===== config.mk =====
export PLATFORM = sky130hd
export DESIGN_NAME = cic3_row_readout_ctrl
export DESIGN_NICKNAME = d
export VERILOG_FILES = /design/src/rtl/cic3_row_readout_ctrl.sv
export SDC_FILE = /design/constraint.sdc
export NUM_CORES = 2
export LEC_CHECK = 0
export ABC_AREA = 1
export CAP_MARGIN = 10
export CORE_MARGIN = 2
export CORE_UTILIZATION = 58
export DETAILED_ROUTE_END_ITERATION = 16
export GPL_TIMING_DRIVEN = 1
export PLACE_DENSITY = 0.87
export SLEW_MARGIN = 0
export SYNTH_ARGS = -nofsm -noshare
export SYNTH_HDL_FRONTEND = slang
export SYNTH_SLANG_ARGS = --single-unit

===== constraint.sdc =====
create_clock -name clk -period 10.3 [get_ports clk]
set_input_delay 2.06 -clock clk [delete_from_list [all_inputs] [get_ports clk]]
set_output_delay 2.06 -clock clk [all_outputs]
set_load 0.01 [all_outputs]

===== src/rtl/cic3_row_readout_ctrl.sv =====
// -----------------------------------------------------------------------------
// cic3_row_readout_ctrl
//
// Readout sequencer for one row of CIC3 decimation filters. On every accepted
// decimated-sample strobe all filter outputs are snapshotted into shadow
// registers together with the channel mask. The enabled channels are then
// streamed out lowest index first, one word per handshake, tagged with their
// channel index. A strobe that arrives while a frame is still being scanned
// is dropped and flagged in the sticky overrun bit. The one exception is a
// strobe in the same cycle as the final handshake, which starts the next
// frame with no gap.
//
// Ports:
//   clk            common high-speed modulator clock
//   reset_n        asynchronous active-low reset
//   filt_out       concatenated filter outputs, channel k at [k*DATA_WIDTH +: DATA_WIDTH]
//   sample_strobe  one-cycle pulse, filter outputs valid this cycle
//   enable         global readout enable
//   chan_mask      per-channel readout enable, bit k = channel k
//   out_data       snapshot word being presented
//   out_chan       channel index of out_data
//   out_valid      word valid
//   out_ready      downstream accepts word
//   out_last       final word of the current frame
//   busy           frame scan in progress
//   overrun        sticky: strobe dropped because the scan was incomplete
//   overrun_clr    clears overrun (a coincident new overrun wins)
//   frame_count    completed frames, wraps
//   dbg_state      current FSM state (0 = IDLE, 1 = SCAN)
//
// Output stream handshake: a word transfers on every cycle where out_valid
// and out_ready are both high. Once out_valid is raised, it and
// out_data/out_chan/out_last hold steady until that transfer happens. Only
// reset drops out_valid without a transfer. out_valid does not depend
// combinationally on out_ready.
// -----------------------------------------------------------------------------
module cic3_row_readout_ctrl #(
  parameter int NUM_FILTERS = 24,
  parameter int DATA_WIDTH  = 25,
  parameter int CH_W        = 5,
  parameter int FRAME_CNT_W = 16
) (
  input  logic                              clk,
  input  logic                              reset_n,
  input  logic [NUM_FILTERS*DATA_WIDTH-1:0] filt_out,
  input  logic                              sample_strobe,
  input  logic                              enable,
  input  logic [NUM_FILTERS-1:0]            chan_mask,
  output logic [DATA_WIDTH-1:0]             out_data,
  output logic [CH_W-1:0]                   out_chan,
  output logic                              out_valid,
  input  logic                              out_ready,
  output logic                              out_last,
  output logic                              busy,
  output logic                              overrun,
  input  logic                              overrun_clr,
  output logic [FRAME_CNT_W-1:0]            frame_count,
  output logic                              dbg_state
);

  typedef enum logic {
    IDLE = 1'b0,
    SCAN = 1'b1
  } state_t;

  state_t state_q, state_d;

  logic [DATA_WIDTH-1:0]  shadow_q   [NUM_FILTERS];
  logic [DATA_WIDTH-1:0]  filt_words [NUM_FILTERS];
  logic [NUM_FILTERS-1:0] pending_q, pending_d;

  logic [DATA_WIDTH-1:0]  out_data_d;
  logic [CH_W-1:0]        out_chan_d;
  logic                   out_valid_d;
  logic                   out_last_d;
  logic                   busy_d;
  logic                   overrun_d;
  logic [FRAME_CNT_W-1:0] frame_count_d;

  logic                   handshake;
  logic                   last_beat;
  logic                   strobe_ok;
  logic                   accept;
  logic                   drop;
  logic [NUM_FILTERS-1:0] retire_vec;
  logic [NUM_FILTERS-1:0] pres_vec;
  logic [CH_W-1:0]        pres_idx;
  logic                   pres_single;
  logic [DATA_WIDTH-1:0]  pres_word;

  // Lowest set bit wins, so the scan walks channels in ascending order.
  function automatic logic [CH_W-1:0] lowest_idx(input logic [NUM_FILTERS-1:0] v);
    lowest_idx = '0;
    for (int i = NUM_FILTERS - 1; i >= 0; i--) begin
      if (v[i]) lowest_idx = CH_W'(i);
    end
  endfunction

  always_comb begin
    for (int k = 0; k < NUM_FILTERS; k++) begin
      filt_words[k] = filt_out[k*DATA_WIDTH +: DATA_WIDTH];
    end
  end

  assign handshake = out_valid & out_ready;
  assign last_beat = handshake & out_last;
  // A disabled or empty-mask strobe is not a frame request at all.
  assign strobe_ok = sample_strobe & enable & (|chan_mask);
  // The final-beat handshake frees the shadow this cycle, so a strobe that
  // coincides with it can be taken without disturbing the frame.
  assign accept    = strobe_ok & ((state_q == IDLE) | last_beat);
  assign drop      = strobe_ok & (state_q == SCAN) & ~last_beat;

  assign retire_vec = handshake ? (pending_q & ~(NUM_FILTERS'(1) << out_chan)) : pending_q;

  // The next word comes from the incoming snapshot on a new frame. It is
  // read straight from filt_out because the shadow only loads at this edge.
  assign pres_vec    = accept ? chan_mask : retire_vec;
  assign pres_idx    = lowest_idx(pres_vec);
  assign pres_single = (pres_vec != '0) && ((pres_vec & (pres_vec - NUM_FILTERS'(1))) == '0);
  assign pres_word   = accept ? filt_words[pres_idx] : shadow_q[pres_idx];

  assign dbg_state = (state_q == SCAN);

  always_ff @(posedge clk or negedge reset_n) begin
    if (!reset_n) begin
      state_q <= IDLE;
    end else begin
      state_q <= state_d;
    end
  end

  always_comb begin
    state_d       = state_q;
    pending_d     = pending_q;
    out_data_d    = out_data;
    out_chan_d    = out_chan;
    out_valid_d   = out_valid;
    out_last_d    = out_last;
    busy_d        = busy;
    overrun_d     = overrun;
    frame_count_d = frame_count;

    if (last_beat) frame_count_d = frame_count + FRAME_CNT_W'(1);

    if (overrun_clr) overrun_d = 1'b0;
    if (drop)        overrun_d = 1'b1;

    case (state_q)
      IDLE: begin
        if (accept) begin
          state_d     = SCAN;
          pending_d   = chan_mask;
          out_valid_d = 1'b1;
          out_chan_d  = pres_idx;
          out_data_d  = pres_word;
          out_last_d  = pres_single;
          busy_d      = 1'b1;
        end
      end
      SCAN: begin
        if (accept) begin
          pending_d   = chan_mask;
          out_valid_d = 1'b1;
          out_chan_d  = pres_idx;
          out_data_d  = pres_word;
          out_last_d  = pres_single;
          busy_d      = 1'b1;
        end else if (handshake) begin
          pending_d = retire_vec;
          if (retire_vec == '0) begin
            state_d     = IDLE;
            out_valid_d = 1'b0;
            out_last_d  = 1'b0;
            out_chan_d  = '0;
            out_data_d  = '0;
            busy_d      = 1'b0;
          end else begin
            out_valid_d = 1'b1;
            out_chan_d  = pres_idx;
            out_data_d  = pres_word;
            out_last_d  = pres_single;
            busy_d      = 1'b1;
          end
        end
      end
      default: begin
        state_d = IDLE;
      end
    endcase
  end

  always_ff @(posedge clk or negedge reset_n) begin
    if (!reset_n) begin
      pending_q   <= '0;
      out_data    <= '0;
      out_chan    <= '0;
      out_valid   <= 1'b0;
      out_last    <= 1'b0;
      busy        <= 1'b0;
      overrun     <= 1'b0;
      frame_count <= '0;
      for (int k = 0; k < NUM_FILTERS; k++) shadow_q[k] <= '0;
    end else begin
      pending_q   <= pending_d;
      out_data    <= out_data_d;
      out_chan    <= out_chan_d;
      out_valid   <= out_valid_d;
      out_last    <= out_last_d;
      busy        <= busy_d;
      overrun     <= overrun_d;
      frame_count <= frame_count_d;
      if (accept) begin
        for (int k = 0; k < NUM_FILTERS; k++) shadow_q[k] <= filt_words[k];
      end
    end
  end

endmodule


==> reports/metrics.cfg <==
[clock_network]
cts-resized-gates=0
hold_buffers=0
clock_latency_ns=0.64
clock_path_buffers=3
cts_max_level=3
tritoncts=built
clk_pin_slew_worst_paths_ns=0.06
cts_sinks=674
numCtsBuffers=75
post-cts-setup-buffer-count=0
clockRootBuffer=clkbuf_16

[worst_setup_path]
cp.arrival_ns=8.62
startpoint_type=input port
crit_required_ns=10.88
crit_buf_inv=3
crit_family=simple AND/OR/NAND/NOR gates
cp_slowest_stage_delay_ns=0.58
critPathKind=input port to flop
crit_top_cell=nand2_1
worstReg2RegStart=busy
rrSetupSlack_ns=3.81
cpMaxStageDelayCell=clkdlybuf4s50_1
reg2reg_depth=40
endpoint_kind=flop
reg2reg_to=out_data[15]
cp_max_fo=79

[timing]
slew_viol_final=0
tightest_slew_ns=1.20
max_slew_margin=0.201
setup_viol=0
rsz0062_at_grt=no
tns_ns=0
period_share=0.780
fmax_mhz=124
hold_viol=0
min_period_ns=8.04
worst_slack_ns=2.26
clock_skew_ns=0.0370

[synth]
yosys.area.top_type=dfrtp_1
synth_top_area_frac=0.435
syn_inst=5825
synth_area_um2=38700
ys_seq_area_frac=0.435
synth_cell_types=40
synthTopCellsByArea=dfrtp_1, nand2_1, nand3_1
synth.ff_latch_count=674
synth_nets=6456
avgSynthCellArea_um2=6.65
yosys_warnings=0

[outcome]
violations=DRC
status=finished, violations left

[final_layout]
layout-drive-gt1-share=0.0343
multi_input_area_um2=19700
most-common-layout-cells=nand2_1, nand3_1, clkdlybuf4s50_1, dfrtp_1, o21ai_0
final_common_cell=nand2_1
nets=6841
syn_to_final_growth_pct=24.5
area.sequential_um2=16900
fill_cells=5317

[detailed_routing]
vias=44100
viasPerCell=6.12
drtAntennaViolNets=0
drc=1
routedWlPerCell_um=22.4
wirelength_um=161000
first_pass_iters=14
initialDrtViolationCount=8588

[global_route]
grt_pass1_wl_um=243000
track_usage=0.456
grt_overflow=0
grt_max_degree=223
grt_pass1_vias=40300
antenna_found_initial=78

[placed_design]
preCtsSetupSlack_ns=1.87
place_hpwl_um=110000
numPortBuffers=680
gp_congestion=1.04

[die]
core-area_um2=66000
initial_core_util=0.587
die_x_um=262
die_height_um=262
dieArea_um2=68900
ioPinCount=681
rows=94

[worst_hold_path]
hold-path-endpoint=shadow_q[346]
min_path_type=flop to flop
hp-start=shadow_q[346]
holdPathStages=2

[flow_run]
cap_violations=0

==> cells by family (layout without fill, tap and decap cells) <==
logic type | after synthesis | in the layout | synth area share
AOI/OAI and AO/OA | 188 | 188 | 0.0271
xor gates and xnor gates | 15 | 15 | 0.00339
adders and majority gates | 1 | 1 | 0.000323
buffers and inverters | 536 | 977 | 0.0581
DFF | 674 | 674 | 0.435
other | 0 | 68 | 0
and+or+nand+nor | 4411 | 4411 | 0.476
==> synthesized netlist by cell type (all sizes together) <==
cell type  count
nand2       2916
nand3       1389
dfrtp        674
clkbuf       258
buf          184
o21ai        110
inv           92
nor2          71
a21oi         43
o211ai        22
nor3          16
nand4         10
xor2          10
o22ai          7
nor4           5
xnor2          5
clkinv         2
o31ai          2
or2            2
a2111oi        1
a221oi         1
a31o           1
a31oi          1
ha             1
nand3b         1
nor3b          1
==> worst register-to-register path: cells and delay by family (launching register included) <==
family | cells | cell delay, ns
AOI/OAI and AO/OA | 1 | 0.53
buffers and inverters | 3 | 0.92
DFF | 1 | 0.42
and+or+nand+nor | 36 | 4.58
==> flip-flops by register name, summed over array words and instances (netlist names) <==
name         count
out_chan         5
overrun          1
shadow_q       600
dbg_state        1
out_last         1
pending_q       24
out_data        25
busy             1
frame_count     16
==> how the worst max path moves through the flow <==
stage / startpoint / endpoint / cells past startpoint
5_1_grt: chan_mask[19] / out_data[15] / 41
6_report: chan_mask[19] / out_data[15] / 41
3_3_place_gp: chan_mask[18] / out_data[15] / 39
4_1_cts: chan_mask[19] / out_data[15] / 41
2_1_floorplan: out_ready / out_data[13] / 23
3_5_place_dp: chan_mask[19] / out_data[15] / 41
==> area by class of cell <==
class                      instances  area share
sequential                       674       0.350
multi-input combinational       4615       0.408
timing repair buffer             750       0.157
clock buffer                     117      0.0470
clock inverter                    16     0.00410
inverter                          94     0.00768
antenna                           68     0.00353
tap                              864      0.0224
==> per-stage QoR <==
step / utilization / instances / cell area (µm²) / hold WS, ns
2_1_floorplan: - / 5825 / 38700 / 0.447
3_3_place_gp: 0.691 / 6997 / 45600 / 0.461
3_5_place_dp: 0.691 / 6997 / 45600 / 0.465
4_1_cts: 0.728 / 7130 / 48100 / 0.481
5_1_grt: 0.731 / 7187 / 48200 / 0.487
6_report: 0.731 / 7198 / 48200 / 0.479
==> per-layer routing <==
metal | GRT usage | vias to the layer above | wire [µm]
li1 | - | 19600 | -
met1 | 0.588 | 20300 | 56900
met2 | 0.661 | 3421 | 68900
met3 | 0.140 | 682 | 22300
met4 | 0.310 | 24 | 13000
met5 | 0 | - | 161
Power is not shown: default switching activity piles up to over one toggle a cycle in this logic, so the estimate is an artifact.
